<file path="src/rtl/pdm_pcm_stream_ctrl.sv">
// pdm_pcm_stream_ctrl: run-time sequencer for the PDM->PCM decimator core.
// It gates the core enable and drops the filter-settling samples after every
// (re)start. It frames the PCM stream with pcm_last_o and stops only on frame
// boundaries. A core overflow triggers an automatic disable/re-settle cycle.
module pdm_pcm_stream_ctrl #(
  parameter int DATA_WIDTH     = 16,
  parameter int SETTLE_SAMPLES = 8,
  parameter int FRAME_LEN      = 64,
  parameter int RECOVER_CYCLES = 4
) (
  input  logic                  clock_i,
  input  logic                  reset_n_i,
  input  logic                  start_i,
  input  logic                  stop_i,
  output logic                  dec_enable_o,
  input  logic                  dec_overflow_i,
  input  logic [DATA_WIDTH-1:0] dec_pcm_data_i,
  input  logic                  dec_pcm_valid_i,
  output logic                  dec_pcm_ready_o,
  output logic [DATA_WIDTH-1:0] pcm_data_o,
  output logic                  pcm_valid_o,
  input  logic                  pcm_ready_i,
  output logic                  pcm_last_o,
  output logic                  frame_abort_o,
  output logic [2:0]            state_o,
  output logic [15:0]           frame_count_o,
  output logic [7:0]            ovf_count_o
);

  typedef enum logic [2:0] {
    ST_IDLE    = 3'd0,
    ST_SETTLE  = 3'd1,
    ST_RUN     = 3'd2,
    ST_DRAIN   = 3'd3,
    ST_RECOVER = 3'd4
  } state_e;

  localparam int IW  = (FRAME_LEN > 1) ? $clog2(FRAME_LEN) : 1;
  localparam int SCW = $clog2(SETTLE_SAMPLES + 2);
  localparam int RCW = (RECOVER_CYCLES > 1) ? $clog2(RECOVER_CYCLES + 1) : 1;

  localparam logic [IW-1:0]  IDX_LAST     = IW'(FRAME_LEN - 1);
  localparam logic [SCW-1:0] SETTLE_LAST  = SCW'((SETTLE_SAMPLES > 0) ? SETTLE_SAMPLES - 1 : 0);
  localparam logic [RCW-1:0] RECOVER_LAST = RCW'(RECOVER_CYCLES - 1);
  // With no settling discard, a (re)start goes straight to streaming.
  localparam state_e         RESTART_ST   = (SETTLE_SAMPLES == 0) ? ST_RUN : ST_SETTLE;

  state_e           state_q, state_d;
  logic [SCW-1:0]   settle_cnt_q, settle_cnt_d;
  logic [IW-1:0]    sample_idx_q, sample_idx_d;
  logic [RCW-1:0]   recover_cnt_q, recover_cnt_d;
  logic             stop_pending_q, stop_pending_d;
  logic [15:0]      frame_count_q, frame_count_d;
  logic [7:0]       ovf_count_q, ovf_count_d;
  logic             frame_abort_q, frame_abort_d;

  logic             ovf_hit;
  logic             out_xfer;
  logic             last_hit;

  assign state_o       = state_q;
  assign frame_count_o = frame_count_q;
  assign ovf_count_o   = ovf_count_q;
  assign frame_abort_o = frame_abort_q;

  // Next-state, counter updates and the combinational stream passthrough.
  always_comb begin
    state_d        = state_q;
    settle_cnt_d   = settle_cnt_q;
    sample_idx_d   = sample_idx_q;
    recover_cnt_d  = recover_cnt_q;
    stop_pending_d = stop_pending_q;
    frame_count_d  = frame_count_q;
    ovf_count_d    = ovf_count_q;
    frame_abort_d  = 1'b0;
    dec_enable_o    = 1'b0;
    dec_pcm_ready_o = 1'b0;
    pcm_valid_o     = 1'b0;
    pcm_data_o      = '0;
    pcm_last_o      = 1'b0;
    ovf_hit         = 1'b0;
    out_xfer        = 1'b0;
    last_hit        = 1'b0;

    case (state_q)
      ST_IDLE: begin
        // A simultaneous stop cancels the start.
        if (start_i && !stop_i) begin
          state_d      = RESTART_ST;
          settle_cnt_d = '0;
          sample_idx_d = '0;
        end
      end

      ST_SETTLE: begin
        dec_enable_o = 1'b1;
        if (dec_overflow_i) begin
          ovf_hit = 1'b1;
        end else begin
          // Settling samples are accepted from the core and thrown away.
          dec_pcm_ready_o = 1'b1;
          if (stop_i) begin
            state_d = ST_IDLE;
          end else if (dec_pcm_valid_i) begin
            if (settle_cnt_q == SETTLE_LAST) begin
              state_d = ST_RUN;
            end else begin
              settle_cnt_d = settle_cnt_q + 1'b1;
            end
          end
        end
      end

      ST_RUN, ST_DRAIN: begin
        dec_enable_o = 1'b1;
        if (dec_overflow_i) begin
          ovf_hit = 1'b1;
        end else begin
          pcm_valid_o     = dec_pcm_valid_i;
          pcm_data_o      = dec_pcm_data_i;
          dec_pcm_ready_o = pcm_ready_i;
          last_hit        = dec_pcm_valid_i && (sample_idx_q == IDX_LAST);
          pcm_last_o      = last_hit;
          out_xfer        = dec_pcm_valid_i && pcm_ready_i;
          if (out_xfer) begin
            sample_idx_d = (sample_idx_q == IDX_LAST) ? '0 : sample_idx_q + 1'b1;
            if (last_hit) begin
              frame_count_d = frame_count_q + 16'd1;
            end
          end
          if (state_q == ST_RUN) begin
            // Stopping exactly on a boundary with nothing moving needs no drain.
            if (stop_i) begin
              state_d = (sample_idx_q == '0 && !out_xfer) ? ST_IDLE : ST_DRAIN;
            end
          end else if (out_xfer && last_hit) begin
            state_d = ST_IDLE;
          end
        end
      end

      ST_RECOVER: begin
        if (recover_cnt_q == RECOVER_LAST) begin
          state_d        = (stop_pending_q || stop_i) ? ST_IDLE : RESTART_ST;
          stop_pending_d = 1'b0;
          settle_cnt_d   = '0;
          recover_cnt_d  = '0;
        end else begin
          recover_cnt_d = recover_cnt_q + 1'b1;
          if (stop_i) begin
            stop_pending_d = 1'b1;
          end
        end
      end

      default: begin
        state_d = ST_IDLE;
      end
    endcase

    // Overflow outranks stop and start; the partial frame is abandoned.
    if (ovf_hit) begin
      state_d       = ST_RECOVER;
      recover_cnt_d = '0;
      sample_idx_d  = '0;
      frame_abort_d = (sample_idx_q != '0);
      ovf_count_d   = (ovf_count_q == 8'hFF) ? 8'hFF : ovf_count_q + 8'd1;
      if (state_q == ST_DRAIN || stop_i) begin
        stop_pending_d = 1'b1;
      end
    end
  end

  // Control and counter registers, cleared asynchronously.
  always_ff @(posedge clock_i or negedge reset_n_i) begin
    if (!reset_n_i) begin
      state_q        <= ST_IDLE;
      settle_cnt_q   <= '0;
      sample_idx_q   <= '0;
      recover_cnt_q  <= '0;
      stop_pending_q <= 1'b0;
      frame_count_q  <= '0;
      ovf_count_q    <= '0;
      frame_abort_q  <= 1'b0;
    end else begin
      state_q        <= state_d;
      settle_cnt_q   <= settle_cnt_d;
      sample_idx_q   <= sample_idx_d;
      recover_cnt_q  <= recover_cnt_d;
      stop_pending_q <= stop_pending_d;
      frame_count_q  <= frame_count_d;
      ovf_count_q    <= ovf_count_d;
      frame_abort_q  <= frame_abort_d;
    end
  end

endmodule

</file>
<file path="config.mk">
export PLATFORM = sky130hd
export DESIGN_NAME = pdm_pcm_stream_ctrl
export DESIGN_NICKNAME = d
export VERILOG_FILES = /design/src/rtl/pdm_pcm_stream_ctrl.sv
export SDC_FILE = /design/constraint.sdc
export NUM_CORES = 1
export LEC_CHECK = 0
export ABC_AREA = 1
export CAP_MARGIN = 40
export CORE_AREA = 2 2 122 100
export DETAILED_ROUTE_END_ITERATION = 16
export DIE_AREA = 0 0 124 102
export PLACE_DENSITY = 0.54
export SLEW_MARGIN = 20
export SYNTH_ARGS = -nofsm -noshare
export SYNTH_HDL_FRONTEND = slang
export SYNTH_SLANG_ARGS = --single-unit
</file>
<file path="constraint.sdc">
create_clock -name clock_i -period 1.5 [get_ports clock_i]
set_clock_uncertainty 0.1 [all_clocks]
set_input_delay 0.3 -clock clock_i [delete_from_list [all_inputs] [get_ports clock_i]]
set_output_delay 0.3 -clock clock_i [all_outputs]
set_load 0.02 [all_outputs]
</file>
After elaboration in Yosys (flattened, before gate mapping)
Cells that the tools add are included.
- bits in registers: 42
- output and inout port bits: 48
- word-level logic and storage cells: 107
- $add $sub $neg: 5
- equality and inequality tests: 23
- mux-type cells: 49
- bitwise gates (word level): 1
- reductions and logical operators: 21
- operators with widths (kind ; count):
    $mux 3 ; 14
    $mux 16 ; 2
    $mux 6 ; 5
    $mux 4 ; 6
    $add 16x1->16 const B ; 1
    $mux 1 ; 16
    $ne 4x4->1 const B ; 4
    $ne 3x3->1 const B ; 5
    $ne 2x2->1 const B ; 6
    $pmux 3 s4 ; 1
    $pmux 4 s3 ; 1
    $pmux 6 s2 ; 1
    $eq 3x2->1 const B ; 3
    $add 8x1->8 const B ; 1
    $eq 8x8->1 const B ; 1
    $mux 8 ; 1
    $reduce_and 4->1 ; 2
    $reduce_and 8->1 ; 1
    $reduce_and 7->1 ; 1
    $add 6x1->6 const B ; 1
    $eq 6x6->1 const B ; 1
    $logic_not 6->1 ; 1
    $reduce_bool 3->1 ; 2
    $reduce_bool 6->1 ; 1
    15 further kinds ; 21

Logic depth before layout (Yosys ltp)
- depth after elaboration: 9
- mapped depth: 10

Worst setup path before layout
Ideal clock, no wire load.
- path type: reg2out
- start: register state_q[2] (netlist: state_o[2])
- end: output dec_pcm_ready_o
- data arrival time: 1.424 ns
- required time: 1.100 ns
- slack: -0.324 ns
- stages on the path, launching flop included: 5
- cells stage by stage: dfrtp_1 buf_6 nor2_1 nand2_1 o21ai_0
- word-level cells in the longest chain between the ends: 3
- elaborated cells on any way between the ends: 5
- classes of those cells: eq/ne: 3; mux: 1; reduce/logical: 1
- ends and longest elaborated chain (what ; line ; text):
    start: declaration ; 48 ; state_e state_q, state_d;
    start signal: assignment ; 186 ; state_q <= state_d;
    $eq 3x2->1 ; 85 ; case (state_q)
    $reduce_or 2->1 ; 85 ;
    $pmux 1 s2 * ; 85 ;
    end: declaration ; 19 ; output logic dec_pcm_ready_o,
Mark *: on every way between the ends. The rest lies on a longest branch, timed or not.

Final worst setup path
- start: register state_q[1] (netlist: state_o[1])
- end: output pcm_last_o
- word-level cells in the longest chain between the ends: 3
- elaborated cells on any way between the ends: 4
- classes of those cells: eq/ne: 2; mux: 1; reduce/logical: 1
- ends and longest elaborated chain (what ; line ; text):
    $eq 3x2->1 ; 85 ;
    $reduce_or 2->1 * ; 85 ;
    $mux 1 * ; 85 ;
    end: declaration ; 23 ; output logic pcm_last_o,
Marked as above.

==> qor.txt <==
status: finished with violations
failing checks: setup timing
RSZ-0062 raised after global routing: yes
die width: 124 um
Initial Util: 0.245
diode count: 0
final core occ: 0.461
die height: 102 um
synth top area cells: dfrtp_1, nand2_1, nor2_1
Root Buffer: clkbuf_16
Clock power frac: 0.158
Worst path max stage delay: 420 ps
Psw: 0.00281 W
crit path time final: 1810 ps
commonest cells in the netlist: nand2_1, nor2_1, dfrtp_1
hpwl dp: 6.45 mm
number of synthesized flops with an enable pin: 0
Int Power: 0.00418 W
CTS tree: built
Static Leak: 2.57 nW
grt met1 use: 0.207
Synth area leader: dfrtp_1
Final ANT Viol Nets: 0
All-Layer GR Usage: 0.151
GR Util met2: 0.258
largest net degree at the start of global routing: 43
Clk Latency, worst-skew pair: 280 ps
post-layout instance area: 5250 um^2
grt peak-use layer: met2
total negative slack: -10,080 ps
die area: 12,600 um^2
Crit path top cell by count: buf_6
Worst Path Max Fanout: 3
share of post-route cells with drive strength above 1: 0.384
Num CTS Buffers: 5
worst vdd rail ir drop: 0.000624 V
Sw Share: 0.402
Primary FF master, synth: dfrtp_1
Final Setup Violations: 58
Cell variety after synth: 37
Syn Std Cell Area: 2790 um^2
Setup CP Type: flop to output port
cells after synthesis: 399
IO buf count: 70
Max Cap Violations: 0
first-pass GRT wire length: 15.1 mm
global placement routability congestion: 0.851
DRT Pass-1 Iters: 6
final hold viol count: 0
Worst Slack Setup Final: -313 ps
Yosys top cell area share: 0.377
dpl ws: -749 ps
Net count, final: 606
Core Region: 11,400 um^2
# IOs: 71
grt ovf: 0
Comb power frac: 0.631
H-Tree Depth: 2
vias: 3,214
CP required: 1100 ps
Hold Slack: 400 ps
Avg WL per Cell: 13.0 um
element type at the critical path end: output port
vias in the first global route: 3,058
sequential area share after synthesis: 0.377
routed wire length: 9.46 mm
placed cell area: 4290 um^2
clock slew at reported path FFs: 60 ps
Clock Sinks: 42
Area Overhead vs Synth: 88.2%
Seq pwr share: 0.211
most common cell in the synthesized netlist: nand2_1
initial antenna violation count: 0
period utilization: 1.21
Rel. slew slack: 0.800
syn_nets: 428
syn_area_per_cell: 6.99 um^2
fin. max-slew vios: 0
detailed-route DRC error count: 0
grt met3 use: 0.0218
row cnt: 35
DR iter-0 viols: 165
maximum clock rate: 0.552 GHz
Post-synth ARST share: 1.00
worst min-delay path category: flop to flop
Clock Path Buffers: 2
ratio of total power to cell area: 1330 nW/um^2
Worst Max-Slew Pin Slew: 298 ps
Crit path arrival time: 1410 ps
number of synthesis warnings: 0
Setup crit start kind: flop
vias per cell: 4.43
crit path cell chain: buf_6 -> buf_4 -> nand3_4 -> nor3_4 -> buf_6
slowest CP cell: dfrtp_2
Synth Register Bits: 42
==> power groups by stage <==
stage	sequential [W]	combinational [W]	clock, W
2_1_floorplan	0.00161	0.00147	0
3_3_place_gp	0.00149	0.00289	0
6_report	0.00148	0.00441	0.00110
4_1_cts	0.00147	0.00395	0.00113
3_5_place_dp	0.00150	0.00290	0
5_1_grt	0.00150	0.00473	0.00119
==> state kept, by name (all words and copies together) (netlist names) <==
register and cells:
frame_abort_o 1, frame_count_o 16, ovf_count_o 8, recover_cnt_q 3, sample_idx_q 6, settle_cnt_q 4, state_o 3, stop_pending_q 1
==> logic make-up after synthesis <==
family | share of synthesized area
and+or+nand+nor | 0.422
xor gates and xnor gates | 0.0408
buffers and inverters | 0.0709
DFF | 0.377
adders and majority gates | 0.0269
AOI/OAI and AO/OA | 0.0624
==> cell usage in the layout (no fill, tap or decap), types with 3 or more instances in the layout <==
cell,n
xor2_1,3
nand3b_1,3
o21ai_1,9
nand2_2,11
xnor2_1,10
dfrtp_2,5
buf_8,3
ha_1,5
nand4_1,9
nand3_4,6
buf_4,71
inv_1,31
a21oi_1,3
nand3_1,29
nand2_1,130
dfrtp_1,37
buf_12,5
nand3_2,4
o21ai_2,7
clkbuf_16,5
clkdlybuf4s50_1,19
buf_6,48
nor2_1,29
dlygate4sd2_1,26
o21ai_0,4
nor2_4,25
nand2_4,3
==> layer usage <==
| layer | up-vias | wire length (um) | share of wire |
|---|---|---|---|
| li1 | 1642 | - | - |
| met1 | 1513 | 4390 | 0.46 |
| met2 | 55 | 4710 | 0.50 |
| met3 | 4 | 300 | 0.032 |
| met4 | 0 | 57 | 0.0060 |
| met5 | - | 0 | 0 |
==> layout make-up <==
cell class	instances	area, um^2
fill	1117	6140
multi-input combinational	313	1960
timing repair buffer	178	1730
sequential	42	1060
tap	148	185
inverter	37	166
clock buffer	6	139
clock inverter	2	12.5
==> stage by stage <==
stage               std cells  power (W)
global placement          675    0.00438
global route              726    0.00742
CTS                       713    0.00654
floorplan                 399    0.00309
finish                    726    0.00699
detailed placement        675    0.00440
==> worst paths after layout <==
kind / startpoint / slack, ps / depth (start not counted) / endpoint
setup / recovery: state_o[1] / -310 / 5 / pcm_last_o
hold / removal: stop_pending_q / 400 / 2 / stop_pending_q
setup reg to reg: state_o[2] / -220 / 9 / ovf_count_o[2]
hold reg to reg: stop_pending_q / 400 / 2 / stop_pending_q
max in group asynchronous: reset_n_i / 660 / 3 / state_o[1]
min in group asynchronous: reset_n_i / 420 / 3 / frame_count_o[15]
==> timing repair <==
item | CTS | global route
resized for setup | 245 | 35
buffers inserted | 27 | 17
pin swaps | 23 | 14
endpoints found under the setup margin | 87 | 65
hold buffers | 1 | 0
endpoints found under the hold margin | 42 | 0
gates cloned | 3 | 0
==> critical path: cells and delay by family, from the launching register on <==
| family | cells | cell delay (ps) |
|---|---|---|
| flops | 1 | 420 |
| simple gates | 2 | 320 |
| buf+inv | 3 | 390 |
(Power assumes the default switching activity.)
